===== src/rtl/alu_issue.sv =====
// alu_issue: decode-to-ALU issue stage for RV32I integer instructions.
// Accepts a decoded request, drives the ALU for one cycle, then captures
// the writeback value and branch decision and holds them until retired.
module alu_issue #(
    parameter int XLEN = 32
) (
    input  logic            i_clk,
    input  logic            i_rstn,
    input  logic            i_valid,
    output logic            o_ready,
    input  logic [6:0]      i_opcode,
    input  logic [2:0]      i_funct3,
    input  logic            i_funct7b5,
    input  logic [XLEN-1:0] i_rs1,
    input  logic [XLEN-1:0] i_rs2,
    input  logic [XLEN-1:0] i_imm,
    input  logic [XLEN-1:0] i_pc,
    output logic [3:0]      o_alu_op,
    output logic [XLEN-1:0] o_alu_ra,
    output logic [XLEN-1:0] o_alu_rb,
    input  logic [XLEN:0]   i_alu_rc,
    input  logic            i_alu_z,
    output logic            o_valid,
    input  logic            i_ready,
    output logic [XLEN-1:0] o_result,
    output logic            o_br_taken,
    output logic            o_illegal
);

    typedef enum logic [3:0] {
        ALU_ADD  = 4'b0000,
        ALU_SLL  = 4'b0001,
        ALU_SLT  = 4'b0010,
        ALU_SLTU = 4'b0011,
        ALU_XOR  = 4'b0100,
        ALU_SRL  = 4'b0101,
        ALU_OR   = 4'b0110,
        ALU_AND  = 4'b0111,
        ALU_SUB  = 4'b1000,
        ALU_SRA  = 4'b1101
    } alu_op_t;

    typedef enum logic [1:0] {IDLE, EXEC, DONE} state_t;

    // Branch-condition tag carried from accept to capture.
    typedef enum logic [2:0] {BR_NONE, BR_EQ, BR_NE, BR_LT, BR_GE} br_t;

    localparam logic [6:0] OPC_OP     = 7'b0110011;
    localparam logic [6:0] OPC_OP_IMM = 7'b0010011;
    localparam logic [6:0] OPC_LUI    = 7'b0110111;
    localparam logic [6:0] OPC_AUIPC  = 7'b0010111;
    localparam logic [6:0] OPC_BRANCH = 7'b1100011;

    state_t          state, state_nx;
    br_t             br_q, dec_br;
    logic            ill_q, dec_ill;
    alu_op_t         dec_op;
    logic [XLEN-1:0] dec_ra, dec_rb;
    logic            taken;
    logic            unused_rc_msb;

    // The ALU's carry/extension bit has no consumer here.
    assign unused_rc_msb = i_alu_rc[XLEN];

    function automatic alu_op_t arith_op(input logic [2:0] f3, input logic alt);
        case (f3)
            3'b000:  arith_op = alt ? ALU_SUB : ALU_ADD;
            3'b001:  arith_op = ALU_SLL;
            3'b010:  arith_op = ALU_SLT;
            3'b011:  arith_op = ALU_SLTU;
            3'b100:  arith_op = ALU_XOR;
            3'b101:  arith_op = alt ? ALU_SRA : ALU_SRL;
            3'b110:  arith_op = ALU_OR;
            default: arith_op = ALU_AND;
        endcase
    endfunction

    // State register.
    always_ff @(posedge i_clk) begin
        if (!i_rstn) state <= IDLE;
        else         state <= state_nx;
    end

    // Next-state logic.
    always_comb begin
        state_nx = state;
        case (state)
            IDLE:    if (i_valid) state_nx = EXEC;
            EXEC:    state_nx = DONE;
            DONE:    if (i_ready) state_nx = IDLE;
            default: state_nx = IDLE;
        endcase
    end

    // State-derived outputs.
    always_comb begin
        o_ready = (state == IDLE);
    end

    // Instruction decode into ALU op, operands and branch tag.
    always_comb begin
        dec_op  = ALU_ADD;
        dec_ra  = '0;
        dec_rb  = '0;
        dec_br  = BR_NONE;
        dec_ill = 1'b0;
        case (i_opcode)
            OPC_OP: begin
                dec_op = arith_op(i_funct3, i_funct7b5);
                dec_ra = i_rs1;
                dec_rb = i_rs2;
            end
            OPC_OP_IMM: begin
                // Only the shift-right slot uses bit 30 as a selector for immediates.
                dec_op = arith_op(i_funct3, i_funct7b5 && (i_funct3 == 3'b101));
                dec_ra = i_rs1;
                dec_rb = i_imm;
            end
            OPC_LUI: begin
                dec_rb = i_imm;
            end
            OPC_AUIPC: begin
                dec_ra = i_pc;
                dec_rb = i_imm;
            end
            OPC_BRANCH: begin
                case (i_funct3)
                    3'b000: begin dec_op = ALU_SUB;  dec_br = BR_EQ; end
                    3'b001: begin dec_op = ALU_SUB;  dec_br = BR_NE; end
                    3'b100: begin dec_op = ALU_SLT;  dec_br = BR_LT; end
                    3'b101: begin dec_op = ALU_SLT;  dec_br = BR_GE; end
                    3'b110: begin dec_op = ALU_SLTU; dec_br = BR_LT; end
                    3'b111: begin dec_op = ALU_SLTU; dec_br = BR_GE; end
                    default: dec_ill = 1'b1;
                endcase
                if (!dec_ill) begin
                    dec_ra = i_rs1;
                    dec_rb = i_rs2;
                end
            end
            default: dec_ill = 1'b1;
        endcase
    end

    // Branch decision from the ALU result for the tagged condition.
    always_comb begin
        taken = 1'b0;
        case (br_q)
            BR_EQ:   taken = i_alu_z;
            BR_NE:   taken = !i_alu_z;
            BR_LT:   taken = i_alu_rc[0];
            BR_GE:   taken = !i_alu_rc[0];
            default: taken = 1'b0;
        endcase
    end

    // Datapath registers: ALU drive at accept, response capture after EXEC.
    always_ff @(posedge i_clk) begin
        if (!i_rstn) begin
            o_alu_op   <= '0;
            o_alu_ra   <= '0;
            o_alu_rb   <= '0;
            br_q       <= BR_NONE;
            ill_q      <= 1'b0;
            o_result   <= '0;
            o_br_taken <= 1'b0;
            o_illegal  <= 1'b0;
            o_valid    <= 1'b0;
        end else begin
            case (state)
                IDLE: begin
                    if (i_valid) begin
                        o_alu_op <= dec_op;
                        o_alu_ra <= dec_ra;
                        o_alu_rb <= dec_rb;
                        br_q     <= dec_br;
                        ill_q    <= dec_ill;
                    end
                end
                EXEC: begin
                    o_result   <= ill_q ? '0 : i_alu_rc[XLEN-1:0];
                    o_br_taken <= taken;
                    o_illegal  <= ill_q;
                    o_valid    <= 1'b1;
                end
                DONE: begin
                    if (i_ready) o_valid <= 1'b0;
                end
                default: ;
            endcase
        end
    end

endmodule


===== config.mk =====
export PLATFORM = sky130hd
export DESIGN_NAME = alu_issue
export DESIGN_NICKNAME = d
export VERILOG_FILES = /design/src/rtl/alu_issue.sv
export SDC_FILE = /design/constraint.sdc
export NUM_CORES = 1
export LEC_CHECK = 0
export BUFFER_PORTS_ARGS = -buffer_cell sky130_fd_sc_hd__buf_4
export CAP_MARGIN = 20
export CORE_ASPECT_RATIO = 0.5
export CORE_UTILIZATION = 44
export CTS_CLUSTER_DIAMETER = 50
export DETAILED_ROUTE_END_ITERATION = 6
export GPL_TIMING_DRIVEN = 1
export PLACE_DENSITY = 0.87
export SLEW_MARGIN = 20
export SYNTH_ARGS = -nofsm -noshare
export SYNTH_HDL_FRONTEND = slang
export SYNTH_SLANG_ARGS = --single-unit

===== constraint.sdc =====
create_clock -name i_clk -period 2.2 [get_ports i_clk]
set_input_delay 0.11 -clock i_clk [delete_from_list [all_inputs] [get_ports i_clk]]
set_output_delay 0.11 -clock i_clk [all_outputs]
set_load 0.02 [all_outputs]

==> results of run 1 <==
## metal layers
metal	track usage, %	vias to the layer above	wire [um]
li1	-	2505	-
met1	30.7	2487	6220
met2	49.4	238	8370
met3	6.73	45	1070
met4	8.59	0	439
met5	0	-	0
## state kept, by name (all words and copies together) (netlist names)
register    flops
o_alu_ra       32
o_result       32
br_q            3
o_alu_op        4
state           2
o_illegal       1
o_valid         1
o_br_taken      1
ill_q           1
o_alu_rb       32
## synth_stat cells, types with 2 or more instances
master      n
a21o_1     32
a21oi_1    37
a22o_1     32
a22oi_1    35
a31oi_1     2
a32o_1     33
a32oi_1     2
and3_1      2
buf_2       7
buf_6       3
clkbuf_1   38
dfxtp_1   109
inv_1       4
nand2_1    71
nand2b_1    4
nand3b_1   32
nor2_1     11
nor2b_1     7
nor3_1      2
o21ai_0     7
o21ai_1    30
o31ai_1     2
## power groups by stage
stage,combinational [W],sequential [W],clock (W)
finish,0.000701,0.00203,0.00152
global route,0.000751,0.00203,0.00163
CTS,0.000689,0.00203,0.00154
detailed placement,0.000638,0.00208,0
global placement,0.000626,0.00207,0
floorplan,0.000230,0.00211,0
## timing repair
| item | 4_1_cts | 5_1_grt |
|---|---|---|
| hold endpoints to repair | 33 | 0 |
| hold buffers | 33 | 0 |
| resized for setup | 0 | 1 |
| endpoints found under the setup margin | 0 | 24 |
## path summary, 6_finish.rpt
| check | to | slack [ps] | cells past startpoint |
|---|---|---|---|
| setup / recovery | o_alu_op[3]$_SDFFE_PN0P_ | 280 | 5 |
| hold reg to reg | o_alu_ra[20]$_SDFFE_PN0P_ | 450 | 2 |
| hold / removal | o_result[25]$_SDFFE_PN0P_ | 50 | 3 |
| setup reg to reg | o_alu_op[3]$_SDFFE_PN0P_ | 280 | 5 |
## through the flow
| step | cells | hold slack (ps) | util, % | total power, W |
|---|---|---|---|---|
| after floorplan | 518 | 211 | - | 0.00234 |
| after global placement | 903 | 302 | 67.1 | 0.00270 |
| after detailed placement | 903 | 307 | 67.1 | 0.00271 |
| after CTS | 952 | 37.7 | 73.0 | 0.00426 |
| after global routing | 953 | 37.5 | 73.1 | 0.00442 |
| final | 953 | 46.8 | 73.1 | 0.00425 |
## cells by family (layout without fill, tap and decap cells)
kind of cell           after synthesis  count (layout)  synth area share [%]
AO/OA/AOI/OAI                      215             215                  32.9
XOR/XNOR                             1               1                 0.185
flip-flops                         109             109                  46.2
AND/OR/NAND/NOR                    138             139                  15.4
buffers and inverters               54             348                  5.03
multiplexers                         1               1                 0.212
## layout make-up
cell class                 instances  area, sq um  area share (%)
sequential                       109         2180            28.9
timing repair buffer             327         2550            33.8
tap                              140          175            2.32
clock inverter                     4         22.5           0.299
clock buffer                      12          256            3.40
multi-input combinational        356         2340            31.0
inverter                           5         18.8           0.249
## worst max-delay path: stages (launching register included)
cell and delay [ps]:
dfxtp_1 370, or3b_1 470, buf_4 200, nor3_1 390
nand2_1 150, o31ai_1 240
==> results list, run 1 <==
- In this run the cell area of the synthesized design comes to 4720 sq um.
- Share of synthesized registers carrying an async set or reset: 0%
- Across every metal layer, demand over resource in global routing totals 26.6%.
* Area Growth Syn to Fin: 59.7%
- Transition time at the pin with the least slew margin: approximately 970 ps
- CTS sink cnt: 109
* Final Max Slew Viols: 0
- Number of design-rule violations left by the first detailed-router iteration: about 320
- For this run, the register share of the synthesized area comes to 46.2%.
- Global-route congestion overflow total: 0
* Antenna violations before repair: 0
- Height of the die: around 75 um
- The worst-case IR drop observed on VDD is 0.354 mV.
* Diode insertion count for antenna repair: 0
- Critical Path Source: state[0]$_SDFFE_PN0P_
- Input and output buffers added on the ports amount to 279.
* Final-layout fill cell count: 775
- The initial utilization of the core area, before any placement, comes to between 40% and 50%.
- TritonCTS created 9 clock buffers.
- For the final database, setup skew stands at between 10 and 15 ps.
* Most used cells in the layout excluding fill and tap cells: buf_4 (293), dfxtp_1 (109), nand2_1 (71)
- Leakage power summed over all cells: 3.47 nW
- Switching part of the total power: approximately a quarter
* Largest fanout of any net on the critical path: 9
- The library cell used most frequently in the layout, excluding fill and tap cells, is buf_4.
- Combinational fraction of design power: roughly 17%
- Wire length of the first global-routing pass: 23400 um
- Routed via count divided by cell count: between 5 and 6
- I/O pin count: 281
- Setup repair after global routing left no endpoint under its margin.
- Clock Path Buffers: 2
- Yosys mapped a number of flops with a built-in enable equal to 0.
- In this run the horizontal extent of the chip is 149 um.
- Data arrival time of the critical path: approximately 2200 ps
- Clock-pin slew was measured on the worst setup and hold paths at 80 ps.
- In the routed design, unresolved DRC markers number 0.
* CP Data Required Time: 2440 ps
* Worst max-slew margin expressed relative to the limit: 35.5%
- Pwr dens: about 560 nW/um^2
- Cells with a size suffix above 1 make up about two fifths of the layout.
- Of all cell types, the one taking the most synthesized area is dfxtp_1.
- The internal portion of the total power is 0.00322 W.
- In this run the power spent charging and discharging nets is roughly 0.0010 W.
- Setup crit start kind: flop
* Path category of the worst min-delay check: in2reg
* Vias: around 5300
* Detailed placement HPWL: 10800 um
- Post-DP Area: 6920 sq um
* Final routed wirelength across all metal layers: 16100 um
- Total nets after synthesis: 695
- Number of iterations in the first detailed-routing pass: 5
- The worst setup path is captured at a flop.
- TritonCTS clock tree: done
* Setup-violating endpoint count in the final report: 0
- Final layout net count: 985
- Area contributors post-synth: dfxtp_1 (46%), a32o_1 (7.0%), a22o_1 (5.9%)
- The tree is rooted in a clkbuf_16.
* Routed length per placed instance: 16.9 um
* Row Count: 26
- Yosys reg bits: 109
- The die covers 11200 sq um.
- Sequential cells burn 47.7% of the power.
* Count of max-cap constraint violations: 0
- At the later pin of the worst-skew pair, clock insertion delay measures 340 ps.
- Derived from the worst setup path, the maximum achievable clock frequency is 521 MHz.
* Largest net degree at the start of global routing: 44
* Hold violation total from the final report: 0
- The via count of the first global-routing pass is 4750.
- Share of the clock period used by the worst path after layout: between 80 and 90%
* WS Path Type: reg2reg
- The detail route stage leaves a number of antenna-violating nets equal to 0.
- In this run, distinct cell masters in the synthesized netlist total 38.
- Setup Fix Bufs, Post-CTS: 0
- Post-route cell area: 7540 sq um
- Summed over all failing endpoints, the final setup total negative slack is 0 ps.
- In the post-route analysis, the smallest setup slack over all paths is 281 ps.
- Avg Synthesized Cell Area: 9.12 sq um
* Number of cells produced by synthesis: 518
- Setup slack at placement: 193 ps
- The top cell type by area accounts for 46.2% of the synthesized area.
* Routability cong.: 0.777
- Hold Startpoint: i_alu_rc[25]
- Std-Cell Core Area: 10300 sq um
* Clock share of power: 35.8%
- Number of levels in the clock H-tree: 3
- For this run, the leading register cell type out of synthesis is dfxtp_1.
- The smallest clock period supported by the final layout is computed as ~1900 ps.
- R2R Path Start: state[0]$_SDFFE_PN0P_
- Warnings, synthesis: 0
* Status: finished, final reports clean
Note: power is estimated with default switching activity, not from simulation.
==> inputs of run 2 (changes only) <==
Settings changed: CELL_PAD_IN_SITES_DETAIL_PLACEMENT from default to 2, CELL_PAD_IN_SITES_GLOBAL_PLACEMENT from default to 2, CORE_ASPECT_RATIO 0.5 to 0.75, CORE_UTILIZATION 44 to 25, PLACE_DENSITY 0.87 to 0.9.
Clock period 2.2 ns to 2.3 ns, I/O delays scaled along.
==> run 2 against run 1 <==
Effect of this change: the flow now finishes with violations (DRC); core utilization fell by 31 points; combinational power shrank 3%; global-route usage shrank 6.6 points; maximum frequency grew 1.5%; setup slack better by 130 ps; critical endpoint is now o_alu_rb[2]$_SDFFE_PN0P_; highest routed layer unchanged; final cell count rose by 11%; clock power increased by 16%.
==> results list, run 2 (synthesis gave the netlist of run 1 again) <==
* Status: finished, violations left (was finished, final reports clean)
- Violations in the final reports: DRC
- The average detailed-routed wire length per instance was 19.1 um (was 16.9 um).
* Largest net degree at the start of global routing: 42 (was 44)
- The residual overflow from global routing is 0 (unchanged).
* Number of iterations in the first detailed-routing pass: 7 (was 5)
- Leakage power summed over all cells: 3.49 nW (was 3.47 nW)
* Post-route clock skew: 7.30 ps (was 10.2 ps)
- Final Max Slew Viols: 0 (unchanged)
- The buffer and inverter count on the worst path came to 1 (unchanged).
- Detailed-routed wire length on met2: 10100 um (was 8370 um)
* GRT Util Overall: 20.0% (was 26.6%)
- The tightest hold margin is 40.6 ps (was 46.8 ps).
- Count of cells resized by post-cts repair: 0 (unchanged)
- CP peak stage delay: 440 ps (was 470 ps)
- Number of cells on the worst reg-to-reg path: 5 (unchanged)
- The floorplan die area is 19500 sq um (was 11200 sq um).
- Count of cells along the worst hold path: 3 (unchanged)
* Most used cells in the layout excluding fill and tap cells: buf_4 (294), dfxtp_1 (109), nand2_1 (71) (was buf_4 (293), dfxtp_1 (109), nand2_1 (71))
* Largest fanout of any net on the critical path: 32 (was 9)
* Worst max-slew margin expressed relative to the limit: 62.9% (was 35.5%)
- The number of nets in the layout was 985 (unchanged).
- Register-to-register setup slack: 410 ps (was 280 ps)
- Crit end category: flop (unchanged)
- Detailed placement HPWL: 13900 um (was 10800 um)
- The total number of placement rows is 43 (was 26).
* Number of clock buffers inserted by TritonCTS: 9 (unchanged)
- Transition time at the pin with the least slew margin: 556 ps (was 966 ps)
* Height of the die: 121 um (was 75.3 um)
- F_max: 529 MHz (was 521 MHz)
* Reg2reg end: o_alu_rb[2]$_SDFFE_PN0P_ (was o_alu_op[3]$_SDFFE_PN0P_)
- Setup repair after global routing missed its margin: false (unchanged).
- Number of design-rule violations left by the first detailed-router iteration: 253 (was 317)
* Levels on crit path: 5 (unchanged)
- Die width: 161 um (was 149 um)
- Commonest non-fill, non-tap cell in the layout: buf_4 (unchanged)
* Number of levels in the clock H-tree: 3 (unchanged)
* PortBufs: 279 (unchanged)
* CP max stage cell: or3b_1 (unchanged)
- Cell chain of the critical path: or3b_1, nor3_4, buf_4, a32o_1, a21o_1 (was or3b_1, buf_4, nor3_1, nand2_1, o31ai_1).
* Initial Utilization: 25.5% (was 45.8%)
* WS Path Type: reg2reg (unchanged)
- The number of top-level design ports was 281 (unchanged).
- The category of cells accounting for the largest share of critical-path delay is simple AND/OR/NAND/NOR gates (unchanged).
- Routability cong.: 0.726 (was 0.777)
* Hold violation total from the final report: 0 (unchanged)
- Final-layout fill cell count: 2047 (was 775)
- Pwr dens: 569 nW/um^2 (was 564 nW/um^2)
- The highest metal layer with signal wires was met4 (unchanged).
- Count of antenna-violating nets left after detailed routing: 0 (unchanged)
* Diode insertion count for antenna repair: 0 (unchanged)
* Routed length on met3: 1290 um (was 1070 um)
- Vias in the first global route: 5676 (was 4750)
* Routed via count divided by cell count: 5.02 (was 5.54)
- Final critical delay including setup and external delays: 1890 ps (was 1920 ps)
- CTS sink cnt: 109 (unchanged)
- The endpoint with the worst hold slack is o_result[24]$_SDFFE_PN0P_ (was o_result[25]$_SDFFE_PN0P_).
* Setup crit start kind: flop (unchanged)
* TritonCTS clock tree: done (unchanged)
* Count of max-cap constraint violations: 0 (unchanged)
* Setup-violating endpoint count in the final report: 0 (unchanged)
- Wire length on met1: 8380 um (was 6220 um)
* Share of the clock period used by the worst path after layout: 82.2% (was 87.2%)
* Antenna violations before repair: 0 (unchanged)
* Path category of the worst min-delay check: in2reg (unchanged)
- The overall routed net length is 20200 um (was 16100 um).
- Hold Startpoint: i_alu_rc[24] (was i_alu_rc[25])
- Clock transition at path regs: 80 ps (about the same)
- The count of unresolved DRC violations after routing is 1 (was 0).
- Area Growth Syn to Fin: 63.5% (was 59.7%)
- The total vias in the final route is 5326 (was 5275).
- Finished Layout Cells: 1060 (was 953)
* Clock Path Buffers: 2 (unchanged)
- The ratio of cells with drive above 1 in the final layout was 39.4% (unchanged).
- Registers with the highest flip-flop counts: o_alu_ra: 32 flops, o_alu_rb: 32 flops, o_result: 32 flops (unchanged)
- Clock latency on the worst-skew pair: 350 ps (was 340 ps)
- The post-CTS repair timing setup buffer count was 0 (unchanged).
- Maximum vdd ir drop: 0.329 mV (was 0.354 mV)
- Wire length of the first global-routing pass: 30600 um (was 23400 um)
* R2R Path Start: state[1]$_SDFFE_PN0P_ (was state[0]$_SDFFE_PN0P_)
- Critical Path Source: state[1]$_SDFFE_PN0P_ (was state[0]$_SDFFE_PN0P_)
- The clock root buffer is clkbuf_16 (unchanged).
- Data arrival time of the critical path: 2190 ps (was 2160 ps)
- The required time of the worst setup path was 2600 ps (was 2440 ps).
- The cell total after placement is 1011 (was 903).
- Std-Cell Core Area: 18500 sq um (was 10300 sq um)
* Final sum of negative setup slack: 0 ps (unchanged)
[run 2: cell count changes in the layout (fill, tap and decap cells not counted), sizes merged]
cell,delta
clkbuf,-2
clkinv,-1
clkinvlp,-1
inv,+2
bufinv,+2
nor2,-1
buf,+1
[run 2: power by group]
group / switching, W / internal [W]
Combinational: 0.000314 / 0.000368
Sequential: 0.0000215 / 0.00192
Clock: 0.000772 / 0.000999
[run 2: repair_timing]
action / in CTS / in global routing
endpoints found under the setup margin: 0 / 0
hold endpoints to repair: 33 / 0
hold buffers: 33 / 0
[run 2: worst min-delay path, stage by stage]
cell	delay, ps
buf_4	110
nand3b_1	70
a21oi_1	60
[run 2: layer usage]
metal / vias to the layer above / track usage, %
met2: 184 / 35.6
li1: 2506 / -
met1: 2610 / 23.3
met3: 26 / 5.78
met4: 0 / 6.07
met5: - / 0
[run 2: worst max path at each step]
stage,to,slack [ps]
after detailed placement,o_alu_rb[26]$_SDFFE_PN0P_,470
after global placement,o_alu_rb[29]$_SDFFE_PN0P_,510
after floorplan,o_alu_rb[0]$_SDFFE_PN0P_,630
final,o_alu_rb[2]$_SDFFE_PN0P_,410
after CTS,o_alu_op[3]$_SDFFE_PN0P_,440
after global routing,o_alu_op[0]$_SDFFE_PN0P_,320
[run 2: layout make-up]
type | instances | area, sq um | area share, %
repair buffers | 328 | 2560 | 33.1
inverters | 5 | 18.8 | 0.243
multi-input cells | 355 | 2320 | 30.1
well taps | 247 | 309 | 4.00
clock inverters | 6 | 93.8 | 1.22
clock buffers | 10 | 239 | 3.10
flip-flops and latches | 109 | 2180 | 28.3
[run 2: through the flow]
step / total power [W] / util (%) / cell area, sq um / setup slack, ps
6_report: 0.00439 / 41.7 / 7720 / 409
5_1_grt: 0.00457 / 41.7 / 7720 / 319
4_1_cts: 0.00446 / 41.7 / 7720 / 443
3_5_place_dp: 0.00262 / 38.1 / 7060 / 473
3_3_place_gp: 0.00260 / 38.1 / 7060 / 508
2_1_floorplan: 0.00224 / - / 4720 / 627
==> inputs of run 3 (changes only) <==
Settings changed: ABC_AREA from default to 1, CORE_UTILIZATION 25 to 21, PLACE_DENSITY 0.9 to 0.82.
Clock period 2.3 ns to 1.6 ns, I/O delays scaled along.
==> run 3 against run 2 <==
Effect of this change: the flow now finishes without violations; critical path depth is 2 higher; clock skew is 9.7 ps higher; sequential cell count stayed put; non-clock buffer count is 11 higher; via count is 41% higher; global-route usage is 0.27 points higher; design area is 21% higher; first-iteration DRC count is 19% higher; power is 54% higher; final cell count is 50% higher.
==> results list, run 3 <==
* TritonCTS clock tree: done (unchanged)
* Total nets after synthesis: 1100 (was 695)
- Wire length of the first global-routing pass: 46300 um (was 30600 um)
* Post-route cell area: 9310 sq um (was 7720 sq um)
- The placed wire-length estimate after detailed placement came to 20600 um (was 13900 um).
- The most numerous cell type found on the critical path is inv_2.
* Setup crit start kind: flop (unchanged)
- The number of distinct library cell variants in the gate-level netlist after synthesis is 25 (was 38).
- The global routing usage summed across all routing layers was 20.3% (was 20.0%).
- The via count of the first global-routing pass is 8177 (was 5676).
* Count of max-cap constraint violations: 0 (unchanged)
* Row Count: 53 (was 43)
- I/O pin count: 281 (unchanged)
- The total negative slack for setup checks came to 0 ps (unchanged).
- The peak supply drop is 0.514 mV (was 0.329 mV).
- Number of iterations in the first detailed-routing pass: 4 (was 7)
* WS Path Type: reg2reg (unchanged)
- The setup skew after layout was 17.0 ps (was 7.30 ps).
* Final layout net count: 1377 (was 985)
* Yosys reg bits: 109 (unchanged)
- The routability congestion estimate from global placement was 0.736 (was 0.726).
- The die extent in x was 199 um (was 161 um).
- The total vias in the final route came to 7501 (was 5326).
* CTS sink cnt: 109 (unchanged)
- Largest net degree at the start of global routing: 63 (was 42)
- The count of unresolved DRC violations after routing is 0 (was 1).
- The clock latency at the later pin of the worst-skew pair is 370 ps (was 350 ps).
- The type of destination of the critical path was a flop (unchanged).
* Share of synthesized registers carrying an async set or reset: 0% (unchanged)
* Routed via count divided by cell count: 4.71 (was 5.02)
- The cell total after placement came to 1539 (was 1011).
- Global-route congestion overflow total: 0 (unchanged)
- Most common library cells after synthesis: nand3_1 (236), nand2_1 (187), dfxtp_1 (109) (was dfxtp_1 (109), nand2_1 (71), clkbuf_1 (38)).
- The worst reg-to-reg setup slack came to 130 ps (was 410 ps).
- Final-layout fill cell count: 3453 (was 2047)
- Status: finished, final reports clean (was finished, violations left).
- Worst hold slack: 59.1 ps (was 40.6 ps)
* Final critical delay including setup and external delays: 1470 ps (was 1890 ps)
* Pwr dens: 729 nW/um^2 (was 569 nW/um^2)
- Setup repair after global routing missed its margin: false (unchanged)
- The count of antenna-violating nets left after detailed routing is 0 (unchanged).
- Final Core Density: 33.0% (was 41.7%)
- Top flip-flop cell by instance count after synthesis: dfxtp_1 (unchanged)
- The netlist area before placement was 6080 sq um (was 4720 sq um).
- The maximum level of the CTS H-tree was 3 (unchanged).
* Number of design-rule violations left by the first detailed-router iteration: 300 (was 253)
- The overall routed net length came to 30400 um (was 20200 um).
- The data arrival time of the critical path was 1730 ps (was 2190 ps).
* Routed length per placed instance: 19.1 um (about the same)
- The sequential-to-total area share from yosys stat is 35.9% (was 46.2%).
* Number of clock buffers inserted by TritonCTS: 9 (unchanged)
- Clock transition at path regs: 90 ps (was 80 ps)
- Number of enable-type register cells in the synthesized netlist: 0 (unchanged)
- Path category of the worst min-delay check: in2reg (unchanged)
- Clock Path Buffers: 2 (unchanged)
- Area contributors post-synth: dfxtp_1 (36%), nand3_1 (19%), nand2_1 (12%) (was dfxtp_1 (46%), a32o_1 (7.0%), a22o_1 (5.9%))
- The headroom to the max-slew limit is 74.6% (was 62.9%).
- Registers with the highest flip-flop counts: o_alu_ra: 32 flops, o_alu_rb: 32 flops, o_result: 32 flops (unchanged).
* Portion of synthesized cell area occupied by the leading cell type: 35.9% (was 46.2%)
- Root buffer cell: clkbuf_16 (unchanged)
- Area Growth Syn to Fin: 53.1% (was 63.5%)
* Transition time at the pin with the least slew margin: 382 ps (was 556 ps)
* Share of the clock period used by the worst path after layout: 91.7% (was 82.2%)
- Post-DP Area: 8620 sq um (was 7060 sq um)
- Initial Utilization: 21.5% (was 25.5%)
- The most area-hungry cell type in the Yosys netlist was dfxtp_1 (unchanged).
- Layout cell share with drive strength beyond 1: 30.3% (was 39.4%)
- Commonest non-fill, non-tap cell in the layout: buf_4 (unchanged)
* CP Data Required Time: 1860 ps (was 2600 ps)
* Die area: 29700 sq um (was 19500 sq um)
* CP peak stage delay: 330 ps (was 440 ps)
- Cell chain of the critical path: nor2_1, nand2_4, inv_2, buf_12, nand3_1, o211ai_1, inv_2 (was or3b_1, nor3_4, buf_4, a32o_1, a21o_1).
- The number of failing hold endpoints at the final stage came to 0 (unchanged).
- Warnings, synthesis: 0 (unchanged)
- The number of input and output port buffers inserted is 279 (unchanged).
- The total setup violations reported at the end of the flow was 0 (unchanged).
- The critical path's slowest cell is dfxtp_1 (was or3b_1).
- The biggest fanout along the worst timing path is 32 (unchanged).
- The synthesized instance count was 923 (was 518).
* Most used cells in the layout excluding fill and tap cells: buf_4 (289), nand3_1 (236), nand2_1 (187) (was buf_4 (294), dfxtp_1 (109), nand2_1 (71))
- The synthesized area per cell was 6.59 sq um (was 9.12 sq um).
- Std-Cell Core Area: 28200 sq um (was 18500 sq um)
* Finished Layout Cells: 1591 (was 1060)
- The most common cell in the synthesized netlist was nand3_1 (was dfxtp_1).
- Height of the die: 149 um (was 121 um)
- The post-CTS repair timing setup buffer count is 0 (unchanged).
- The initial antenna violation count is 1 (was 0).
* Leakage power summed over all cells: 4.16 nW (was 3.49 nW)
- The number of pins exceeding their max-slew limit in the final report is 0 (unchanged).
- F_max: 681 MHz (was 529 MHz)
run 3: layer usage:
layer	GRT usage, %	routed length (um)	up-vias
met5	0	0	-
met4	6.58	754	0
met3	6.67	2140	40
met2	35.0	14700	196
met1	23.7	12800	3690
li1	-	-	3575
run 3: cell type report:
cell class / instances / area (sq um) / area share, %
clock buffers: 10 / 229 / 2.46
flip-flops and latches: 109 / 2180 / 23.4
inverters: 83 / 314 / 3.37
repair buffers: 339 / 2820 / 30.3
well taps: 385 / 482 / 5.17
clock inverters: 6 / 100 / 1.07
diodes: 1 / 2.50 / 0.0269
multi-input cells: 658 / 3180 / 34.2
run 3: metrics by stage:
step	power [W]	worst slack, ps
detailed placement	0.00413	201
global route	0.00710	38.5
floorplan	0.00341	139
finish	0.00679	133
global placement	0.00409	225
CTS	0.00689	176
run 3: power breakdown:
group	total, W	switching, W	internal [W]
combinational	0.00135	0.000749	0.000597
clock	0.00264	0.00123	0.00141
sequential	0.00280	0.0000351	0.00277
total	0.00679	0.00201	0.00478
run 3: logic make-up (layout without fill, tap and decap cells):
logic type             Yosys count  after routing  synth area share, %
AND/OR/NAND/NOR                544            544                 39.6
other                            0              1                    0
buffers and inverters          156            438                 12.1
flip-flops                     109            109                 35.9
AO/OA/AOI/OAI                  114            114                 12.4
run 3: final timing paths:
| check | start | to | cells past startpoint |
|---|---|---|---|
| worst max-delay path | state[0]$_SDFFE_PN0P_ | o_alu_op[1]$_SDFFE_PN0P_ | 7 |
| worst min-delay path | i_funct3[0] | br_q[2]$_SDFFE_PN0P_ | 3 |
| worst max register to register | state[0]$_SDFFE_PN0P_ | o_alu_op[1]$_SDFFE_PN0P_ | 7 |
| worst min register to register | o_alu_rb[14]$_SDFFE_PN0P_ | o_alu_rb[14]$_SDFFE_PN0P_ | 2 |
run 3: repair_timing:
item,4_1_cts,5_1_grt
hold buffers,35,0
setup endpoints to repair,0,2
resized for setup,0,1
hold endpoints to repair,37,0
run 3: critical path, delay by kind of cell (launching register included):
| kind | cells | cell delay, ps |
|---|---|---|
| DFF | 1 | 330 |
| buffers and inverters | 3 | 390 |
| AOI/OAI and AO/OA | 1 | 120 |
| and+or+nand+nor | 3 | 510 |
